**src/rtl/vga_sync.sv**
```systemverilog
// vga_sync: 640x480@60Hz VGA timing generator.
// Divides the system clock down to the pixel rate, runs the horizontal and
// vertical counters, and produces registered hsync/vsync/frame_tick plus a
// decoded video_on for the downstream graphics generator.
module vga_sync #(
  parameter int CLK_DIV   = 4,
  parameter int H_DISPLAY = 640,
  parameter int H_FRONT   = 16,
  parameter int H_RETRACE = 96,
  parameter int H_BACK    = 48,
  parameter int V_DISPLAY = 480,
  parameter int V_FRONT   = 10,
  parameter int V_RETRACE = 2,
  parameter int V_BACK    = 33,
  parameter bit SYNC_POL  = 1'b0
) (
  input  logic       clk,
  input  logic       reset,
  output logic       p_tick,
  output logic [9:0] pixel_x,
  output logic [9:0] pixel_y,
  output logic       video_on,
  output logic       hsync,
  output logic       vsync,
  output logic       frame_tick
);

  localparam int H_TOTAL = H_DISPLAY + H_FRONT + H_RETRACE + H_BACK;
  localparam int V_TOTAL = V_DISPLAY + V_FRONT + V_RETRACE + V_BACK;
  // A one-bit divider is kept for CLK_DIV=1 so the register never has zero width.
  localparam int DIV_W   = (CLK_DIV > 1) ? $clog2(CLK_DIV) : 1;

  localparam logic [DIV_W-1:0] DIV_MAX = DIV_W'(CLK_DIV - 1);
  localparam logic [9:0] H_MAX        = 10'(H_TOTAL - 1);
  localparam logic [9:0] V_MAX        = 10'(V_TOTAL - 1);
  localparam logic [9:0] H_VIS        = 10'(H_DISPLAY);
  localparam logic [9:0] V_VIS        = 10'(V_DISPLAY);
  localparam logic [9:0] H_SYNC_FIRST = 10'(H_DISPLAY + H_FRONT);
  localparam logic [9:0] H_SYNC_LAST  = 10'(H_DISPLAY + H_FRONT + H_RETRACE - 1);
  localparam logic [9:0] V_SYNC_FIRST = 10'(V_DISPLAY + V_FRONT);
  localparam logic [9:0] V_SYNC_LAST  = 10'(V_DISPLAY + V_FRONT + V_RETRACE - 1);

  logic [DIV_W-1:0] div_cnt;
  logic [DIV_W-1:0] div_next;
  logic [9:0]       x_next;
  logic [9:0]       y_next;
  logic             h_end;
  logic             v_end;
  logic             hsync_act_next;
  logic             vsync_act_next;

  assign h_end = (pixel_x == H_MAX);
  assign v_end = (pixel_y == V_MAX);

  // Next-state decode for the divider, counters and sync windows.
  // NOTE: every always_comb output gets a default first so no path leaves it unassigned (no latch).
  always_comb begin
    div_next = (div_cnt == DIV_MAX) ? '0 : div_cnt + 1'b1;
    x_next   = pixel_x;
    y_next   = pixel_y;
    if (p_tick) begin
      x_next = h_end ? 10'd0 : pixel_x + 10'd1;
      if (h_end) begin
        y_next = v_end ? 10'd0 : pixel_y + 10'd1;
      end
    end
    hsync_act_next = (x_next >= H_SYNC_FIRST) && (x_next <= H_SYNC_LAST);
    vsync_act_next = (y_next >= V_SYNC_FIRST) && (y_next <= V_SYNC_LAST);
  end

  // Timing state: syncs are registered from next-state counters so they line up with pixel_x/pixel_y.
  // NOTE: sequential state uses non-blocking assignments so all registers update from pre-edge values.
  always_ff @(posedge clk or negedge reset) begin
    if (!reset) begin
      div_cnt    <= '0;
      p_tick     <= 1'b0;
      pixel_x    <= 10'd0;
      pixel_y    <= 10'd0;
      hsync      <= ~SYNC_POL;
      vsync      <= ~SYNC_POL;
      frame_tick <= 1'b0;
    end else begin
      div_cnt    <= div_next;
      p_tick     <= (div_next == DIV_MAX);
      pixel_x    <= x_next;
      pixel_y    <= y_next;
      hsync      <= hsync_act_next ? SYNC_POL : ~SYNC_POL;
      vsync      <= vsync_act_next ? SYNC_POL : ~SYNC_POL;
      frame_tick <= p_tick & h_end & v_end;
    end
  end

  assign video_on = (pixel_x < H_VIS) && (pixel_y < V_VIS);

endmodule

```
**config.mk**
```make
export PLATFORM = sky130hd
export DESIGN_NAME = vga_sync
export DESIGN_NICKNAME = d
export VERILOG_FILES = /design/src/rtl/vga_sync.sv
export SDC_FILE = /design/constraint.sdc
export NUM_CORES = 1
export LEC_CHECK = 0
export ABC_CLOCK_PERIOD_IN_PS = 6600
export CAP_MARGIN = 15
export CORE_ASPECT_RATIO = 0.6
export CORE_MARGIN = 2
export CORE_UTILIZATION = 50
export CTS_CLUSTER_DIAMETER = 40
export DETAILED_ROUTE_END_ITERATION = 7
export PLACE_DENSITY = 0.86
export SYNTH_ARGS = -nofsm -noshare
export SYNTH_HDL_FRONTEND = slang
export SYNTH_SLANG_ARGS = --single-unit
```
**constraint.sdc**
```tcl
create_clock -name clk -period 6.6 [get_ports clk]
set_input_delay 1.98 -clock clk [delete_from_list [all_inputs] [get_ports clk]]
set_output_delay 1.98 -clock clk [all_outputs]
set_load 0.1 [all_outputs]
```
# Word level (Yosys, flattened, before mapping)
# Cells that the tools add are included.
dict set report classes {
  bitwise_logic 2
  eq_ne 4
  n_lt_le_gt_ge 6
  n_mux 8
  addsub 3
  reduce_logical 3
}
# operator n
set ops {}
lappend ops {{$mux W10} 5}
lappend ops {{$add A10 B1 Y10 const B} 2}
lappend ops {{$eq A10 B10 Y1 const B} 2}
lappend ops {{$ge A10 B10 Y1 const B} 1}
lappend ops {{$ge A10 B9 Y1 const B} 1}
lappend ops {{$le A10 B10 Y1 const B} 1}
lappend ops {{$le A10 B9 Y1 const B} 1}
lappend ops {{$lt A10 B10 Y1 const B} 1}
lappend ops {{$lt A10 B9 Y1 const B} 1}
lappend ops {{$eq A2 B2 Y1 const B} 2}
lappend ops {{$logic_and A1 B1 Y1} 3}
lappend ops {{$add A2 B1 Y2 const B} 1}
lappend ops {{$and A1 B1 Y1} 2}
lappend ops {{$mux W1} 2}
lappend ops {{$mux W2} 1}
dict set report totals {
  in_bits 2
  register_bits 26
  output_inout_bits 25
  word_cells 33
}

# Logic depth before layout (Yosys ltp)
# Gate-level depths: netlist of the first run.
dict set report depth {
  ltp_word 7
  depth_mapped 7
  mapped_depth_nobuf 7
}

# Worst setup path before layout of the first run
# OpenSTA, ideal clock, no wires.
dict set report synth_path {
  path_kind {flip-flop to output port}
  startpoint {register pixel_y[5]}
  endpoint {output port video_on}
  stages_incl_launch_ff 4
  arrival_time_ns 1.927
  n_path_buf 1
  path_slack_ns 2.693
  required_ns 4.620
  cell_sequence {dfrtp_1 -> clkbuf_1 -> nand4_1 -> and3b_1}
}
dict set report synth_between {
  elab_chain_cells 2
}
# item line
set synth_lines {}
lappend synth_lines {{from (decl)} 21} ;# output logic [9:0] pixel_y,
lappend synth_lines {{from (signal assigned)} 86} ;# pixel_y <= y_next;
lappend synth_lines {{$lt A10 B9 Y1} 93} ;# assign video_on = (pixel_x < H_VIS) && (pixel_y < V_VIS);
lappend synth_lines {{$logic_and A1 B1 Y1} 93}
lappend synth_lines {{to (decl)} 22} ;# output logic video_on,
# No other way between the ends.

# Final worst setup path of the first run
dict set report layout_path {
  startpoint {register pixel_y[7]}
  endpoint {output port video_on}
}
# Same word-level chain as after synthesis.

==> metrics.md, run 1 <==
| Metric | Value |
|---|---|
| Hold Crit Class | flop to flop |
| FF+latch count, synth | 26 |
| Maximum clock frequency | about 240 MHz |
| Syn nets | 160 |
| CP bufs+invs | 1 |
| DP Area | between 1500 and 2000 sq um |
| Cts bufs inserted | 3 |
| Horiz. Die Dim | about 74 microns |
| Bufs on Longest Clock Path | 2 |
| Max Cap Violations | 0 |
| Root Driver | clkbuf_8 |
| Power Density | between 100 and 150 nW/um^2 |
| First-pass GRT wire length | ~5.3 mm |
| CP max-delay cell | clkdlybuf4s50_1 |
| Max-slew headroom | 33.74% |
| Yosys warning count | 0 |
| Vias in the first global route | roughly 1.1k |
| Clock latency at the later pin of the worst-skew pair | roughly 0.27 ns |
| Share of the synthesized area in the top cell type | between 40% and 50% |
| Setup TNS | 0 ns |
| Hold path startpoint | div_cnt[0] |
| CTS resizes | 0 |
| Share of post-route cells with drive strength above 1 | a little over a tenth |
| Antenna cells | 0 |
| Data arrival, critical path | approximately 2.2 ns |
| Crit end category | output port |
| CTS tree | done |
| Initial DRT Pass Iterations | 4 |
| Area Overhead vs Synth | 23.23% |
| Antenna Nets Post-Route | 0 |
| Placeable Area | 2834 sq um |
| Clock skew | approximately 0.0022 ns |
| CTS sink cnt | 26 |
| Post-route minimum period | between 4 and 5 ns |
| Mapped Area | approximately 1500 sq um |
| Critical-path cell list | nand4_1 -> and3b_1 -> clkdlybuf4s50_1 |
| Critical Path Source Type | flop |
| CTS Hold Buffers Added | 0 |
| Fin. max-slew vios | 0 |
| Initial antenna violation count | 0 |
| Gr ovfl total | 0 |
| Actual slew at the worst max-slew pin | 0.9908 ns |
| Top post-synthesis cells by area | dfrtp_1 41%, ha_1 4.3%, nand2_1 4.1% |
| DIE HEIGHT | 45.93 microns |
| Via density per instance | approximately 5.8 |
| Required @ worst endpoint | 4.62 ns |
| Final Hold Fails | 0 |
| Worst-path clk slew | about 0.09 ns |
| Nets | 184 |
| Iter 0 DRT Violations | between 100 and 150 |
| Drt drc | 0 |
| Worst-path fanout max | 8 |
| Count leader, synth | dfrtp_1 |
| Top_reg_cell synth | dfrtp_1 |
| Lkg Pwr | approximately 0.74 nW |
| Asr flop ratio synth | 100.0% |
| Buffers on Ports | 26 |
| Setup violators final | 0 |
| Via count | ~1.3k |
| Routed WL | approximately 3.3 mm |
| Top cells by count, synth | 24 x dfrtp_1, 16 x nand2_1, 10 x inv_1, 10 x o21ai_0, 8 x nand4_1 |
| Post-CTS setup buffer count | 0 |
| CP top delay family | buffers and inverters |
| CP peak stage delay | between 1 and 1.5 ns |
| Synth Instances | about 150 |
| Cell taking the most area after synthesis | dfrtp_1 |
| Initial cell density of the core | between 50% and 60% |
| Number of synthesized flops with an enable pin | 0 |
| Share of the clock period used by the worst path | ~64% |
| Register area share after synthesis | between 40 and 50% |
| Routed wire length per instance | between 15 and 20 microns |
| Hpwl dp | roughly 2.4 mm |
| Die area | roughly 3400 sq um |
| VDD IR max | 0.1169 mV |
| Global-route usage over all layers | 21.19% |
| Netlist cell types | 41 |
| Fin area | 1805 sq um |
| Status | complete, no violations |
| H-tree Lvls | 1 |
| RR Startpoint | pixel_x[0] |
| GP Congestion | a little over 0.9 |
| Type of the worst setup path | flop to output port |
| Crit path from | pixel_y[7] |
| IO Count | 27 |
| Unrepaired setup endpoints after global routing | no |
| Largest net degree at the start of global routing | 27 |
| Row Count | 15 |
| Post-Syn Area per Cell | 9.576 sq um |
==> worst paths after layout <==
check / to / slack, ns / depth (start not counted)
max in group asynchronous: hsync / 4.24 / 2
worst max register to register: vsync / 4.20 / 6
worst min register to register: div_cnt[0] / 0.47 / 1
worst min-delay path: div_cnt[0] / 0.47 / 1
min in group asynchronous: frame_tick / 2.06 / 2
worst max-delay path: video_on / 2.40 / 3
==> kinds of logic after synthesis <==
group,Yosys count,synth area share [%]
AO/OA/AOI/OAI,27,12.21
XOR/XNOR,7,4.185
multiplexers,3,2.306
flip-flops,26,44.58
buffers and inverters,19,5.466
AND/OR/NAND/NOR,66,26.99
adder cells (fa/ha/maj),5,4.270
==> where the power goes <==
group          leakage [nW]   total (W)  switching (W)  internal [W]
Combinational         0.366  0.00000398     0.00000307   0.000000904
Sequential            0.342    0.000159              0      0.000159
Clock                0.0288    0.000103      0.0000499     0.0000534
==> registers in the layout (all words and copies together), names as in the netlist <==
register and count:
hsync 1, div_cnt 2, pixel_x 10, p_tick 1, pixel_y 10, vsync 1
frame_tick 1
==> placed cells by master (no fill, tap or decap), types with 3 or more instances in the layout <==
cell             count
clkdlybuf4s50_1     26
dfrtp_1             24
nand2_1             16
inv_1               10
o21ai_0             10
nand4_1              8
nand3_1              7
nor3_1               6
nor2_1               6
ha_1                 5
nor4_1               4
o31ai_1              4
xor2_1               4
clkbuf_8             4
a21oi_1              3
and3_1               3
xnor2_1              3
mux2_2               3
==> per-stage QoR <==
stage,hold slack [ns],total power [W],std cells,util [%],worst slack (ns)
2_1_floorplan,0.4279,0.0001624,153,-,2.693
3_3_place_gp,0.4375,0.0001665,214,61.77,2.721
3_5_place_dp,0.4565,0.0001666,214,61.77,2.696
4_1_cts,0.4700,0.0002687,218,63.71,2.387
5_1_grt,0.4995,0.0002738,218,63.71,2.324
6_report,0.4656,0.0002664,218,63.71,2.401
==> cell type report <==
class | instances | area [sq um]
clock buffer | 4 | 55.05
fill | 232 | 1028
inverter | 10 | 37.54
multi-input combinational | 108 | 732.0
sequential | 26 | 653.1
tap | 42 | 52.55
timing repair buffer | 28 | 275.3
==> per-layer routing <==
layer  share of wire [%]  vias to the layer above  track usage, %
li1                    -                      605               -
met1                  45                      592           31.40
met2                  43                       63           29.11
met3                 9.7                        6           5.973
met4                 1.7                        0           8.000
met5                   0                        -               0
(Power assumes the default switching activity.)
==> run 2, diff against run 1 <==
--- a/config.mk
+++ b/config.mk
@@ -5,7 +5,7 @@
 export SDC_FILE = /design/constraint.sdc
 export NUM_CORES = 1
 export LEC_CHECK = 0
-export ABC_CLOCK_PERIOD_IN_PS = 6600
+export ABC_CLOCK_PERIOD_IN_PS = 4400
 export CAP_MARGIN = 15
 export CORE_ASPECT_RATIO = 0.6
 export CORE_MARGIN = 2
==> constraint.sdc (replaced) <==
create_clock -name clk -period 4.4 [get_ports clk]
set_input_delay 1.32 -clock clk [delete_from_list [all_inputs] [get_ports clk]]
set_output_delay 1.32 -clock clk [all_outputs]
set_load 0.1 [all_outputs]
==> run 2 against run 1 <==
  * Register-to-register slack worse by 2.2 ns
  * Final area down 0.69%
  * Worst hold slack improved by 0.0047 ns
  * Via count shrank 0.47%
  * Cell count stayed put
  * Clock-buffer cell count did not move
  * Non-clock buffer count unchanged
  * Sequential power grew 50%
  * Combinational power rose by 48%
  * Die area unchanged
  * Critical endpoint is now pixel_x[5]
  * Largest cell class unchanged
  * Largest power group unchanged
==> metrics.md, run 2 (same netlist as run 1, synthesis figures left out) <==
| Metric | Value |
|---|---|
| Cts bufs inserted | 3 |
| Final Hold Fails | 0 |
| RR Startpoint | pixel_x[0] |
| Fillers | between 200 and 250 |
| H-tree Lvls | 1 |
| Post-route minimum period | ~3.4 ns |
| Highest-count cells in the layout ignoring fill and taps | 25 x clkdlybuf4s50_1, 24 x dfrtp_1, 16 x nand2_1, 10 x inv_1, 10 x o21ai_0 |
| Antenna cells | 0 |
| Setup TNS | 0 ns |
| Post-CTS setup buffer count | 0 |
| Actual slew at the worst max-slew pin | around 1 ns |
| Area Overhead vs Synth | 22.37% |
| Fin area | 1793 sq um |
| Routed wire length per instance | ~15 microns |
| Routed wl met3 | 243 microns |
| Max-slew headroom | 34.03% |
| Vias in the first global route | 1122 |
| Nets | roughly 180 |
| CTS resizes | 0 |
| Final std cells w/o fill | ~220 |
| GP Congestion | ~0.9 |
| Dpl cells | roughly 210 |
| Status | complete, no violations |
| CTS Hold Buffers Added | 0 |
| Maximum clock frequency | between 200 and 300 MHz |
| Buffers on Ports | 26 |
| Met2 WL post-DR | about 1.4 mm |
| Initial DRT Pass Iterations | 4 |
| Hold path startpoint | div_cnt[0] |
| Share of post-route cells with drive strength above 1 | roughly 11% |
| Type of the worst setup path | flop to output port |
| Horiz. Die Dim | 73.89 microns |
| Critical-path cell list | clkdlybuf4s50_1 |
| Bufs on Longest Clock Path | 2 |
| DP Area | 1748 sq um |
| Total power | 0.0003829 W |
| Root Driver | clkbuf_8 |
| Via density per instance | 5.780 |
| Share of the clock period used by the worst path | approximately 76% |
| Placeable Area | about 2800 sq um |
| Lkg Pwr | roughly 0.73 nW |
| Row Count | 15 |
| First-pass GRT wire length | 5.223 mm |
| Reg2reg setup slack | around 2 ns |
| Largest net degree at the start of global routing | 27 |
| CTS sink cnt | 26 |
| CTS tree | done |
| Hpwl dp | between 2 and 2.5 mm |
| Global-route usage over all layers | 20.82% |
| Initial cell density of the core | 51.70% |
| Max Cap Violations | 0 |
| CP bufs+invs | 1 |
| CP max-delay cell | clkdlybuf4s50_1 |
| Iter 0 DRT Violations | about 140 |
| Via count | about 1.3k |
| Fin. max-slew vios | 0 |
| Hold Crit Class | flop to flop |
| CP top delay family | buffers and inverters |
| Initial antenna violation count | 0 |
| Hold Path Sink | div_cnt[0] |
| Clock latency at the later pin of the worst-skew pair | 0.27 ns |
| Worst-path fanout max | 12 |
| Worst R2R End | vsync |
| Commonest non-fill, non-tap cell in the layout | clkdlybuf4s50_1 |
| Largest regs | pixel_x (10), pixel_y (10), div_cnt (2) |
| Setup violators final | 0 |
| Data arrival, critical path | 2.05 ns |
| Critical Path Source Type | flop |
| Reg2Reg Depth | 6 |
| Die area | 3394 sq um |
| CP peak stage delay | around 1.2 ns |
| Min Hold Slack | 0.4703 ns |
| Clock skew | ~0.003 ns |
| Worst-path clk slew | 0.09 ns |
| Gr ovfl total | 0 |
| IO Count | 27 |
| VDD IR max | about 0.16 mV |
| Drt drc | 0 |
| DIE HEIGHT | 45.93 microns |
| Routed WL | 3.254 mm |
| Max Used Layer | met4 |
| Unrepaired setup endpoints after global routing | no |
| Power Density | around 210 nW/um^2 |
| M1 WL | approximately 1.5 mm |
| Antenna Nets Post-Route | 0 |
| Crit end category | output port |
| Hold depth | 1 |
| Required @ worst endpoint | just over 3 ns |
-- run 2: changes by cell type in the layout (fill, tap and decap cells not counted) --
cell             before  now
buf_4                 2    3
clkbuf_8              4    3
clkbuf_1              0    1
clkdlybuf4s50_1      26   25
-- run 2: through the flow --
step | worst slack, ns | utilization, %
2_1_floorplan | 1.153 | -
3_5_place_dp | 1.336 | 61.68
5_1_grt | 0.9692 | 63.27
6_report | 1.035 | 63.27
3_3_place_gp | 1.380 | 61.68
4_1_cts | 1.031 | 63.27
-- run 2: final cells by class --
cell class / count / area, sq um / area share [%]
timing repair buffer: 28 / 272.8 / 15.21
inverter: 10 / 37.54 / 2.094
sequential: 26 / 653.1 / 36.43
clock buffer: 4 / 45.04 / 2.512
multi-input combinational: 108 / 732.0 / 40.82
tap: 42 / 52.55 / 2.931
-- run 2: how the worst max path moves through the flow --
stage / from / end / slack, ns / cells past startpoint
finish: pixel_x[5] / pixel_x[5] / 1.03 / 1
global route: pixel_y[2] / pixel_y[2] / 0.97 / 1
CTS: pixel_x[5] / pixel_x[5] / 1.03 / 1
detailed placement: pixel_x[5] / pixel_x[5] / 1.34 / 1
global placement: pixel_x[5] / pixel_x[5] / 1.38 / 1
floorplan: pixel_y[5] / video_on / 1.15 / 3
-- run 2: power breakdown --
part / leakage [nW] / internal (W) / switching [W]
logic: 0.366 / 0.00000136 / 0.00000453
registers: 0.342 / 0.000239 / 0
clock network: 0.0228 / 0.0000648 / 0.0000734
-- run 2: per-layer routing --
| metal | global-route usage (%) | up-vias |
|---|---|---|
| li1 | - | 603 |
| met1 | 30.97 | 602 |
| met2 | 30.18 | 53 |
| met3 | 4.646 | 2 |
| met4 | 6.545 | 0 |
| met5 | 0 | - |
-- run 2: worst register-to-register path, cell delays in order, from the launching register on --
cell and delay [ns]:
dfrtp_1 0.42, ha_1 0.23, nand3_1 0.18, or4_4 0.55
or4_4 0.55, a32oi_1 0.23, nand4_1 0.14
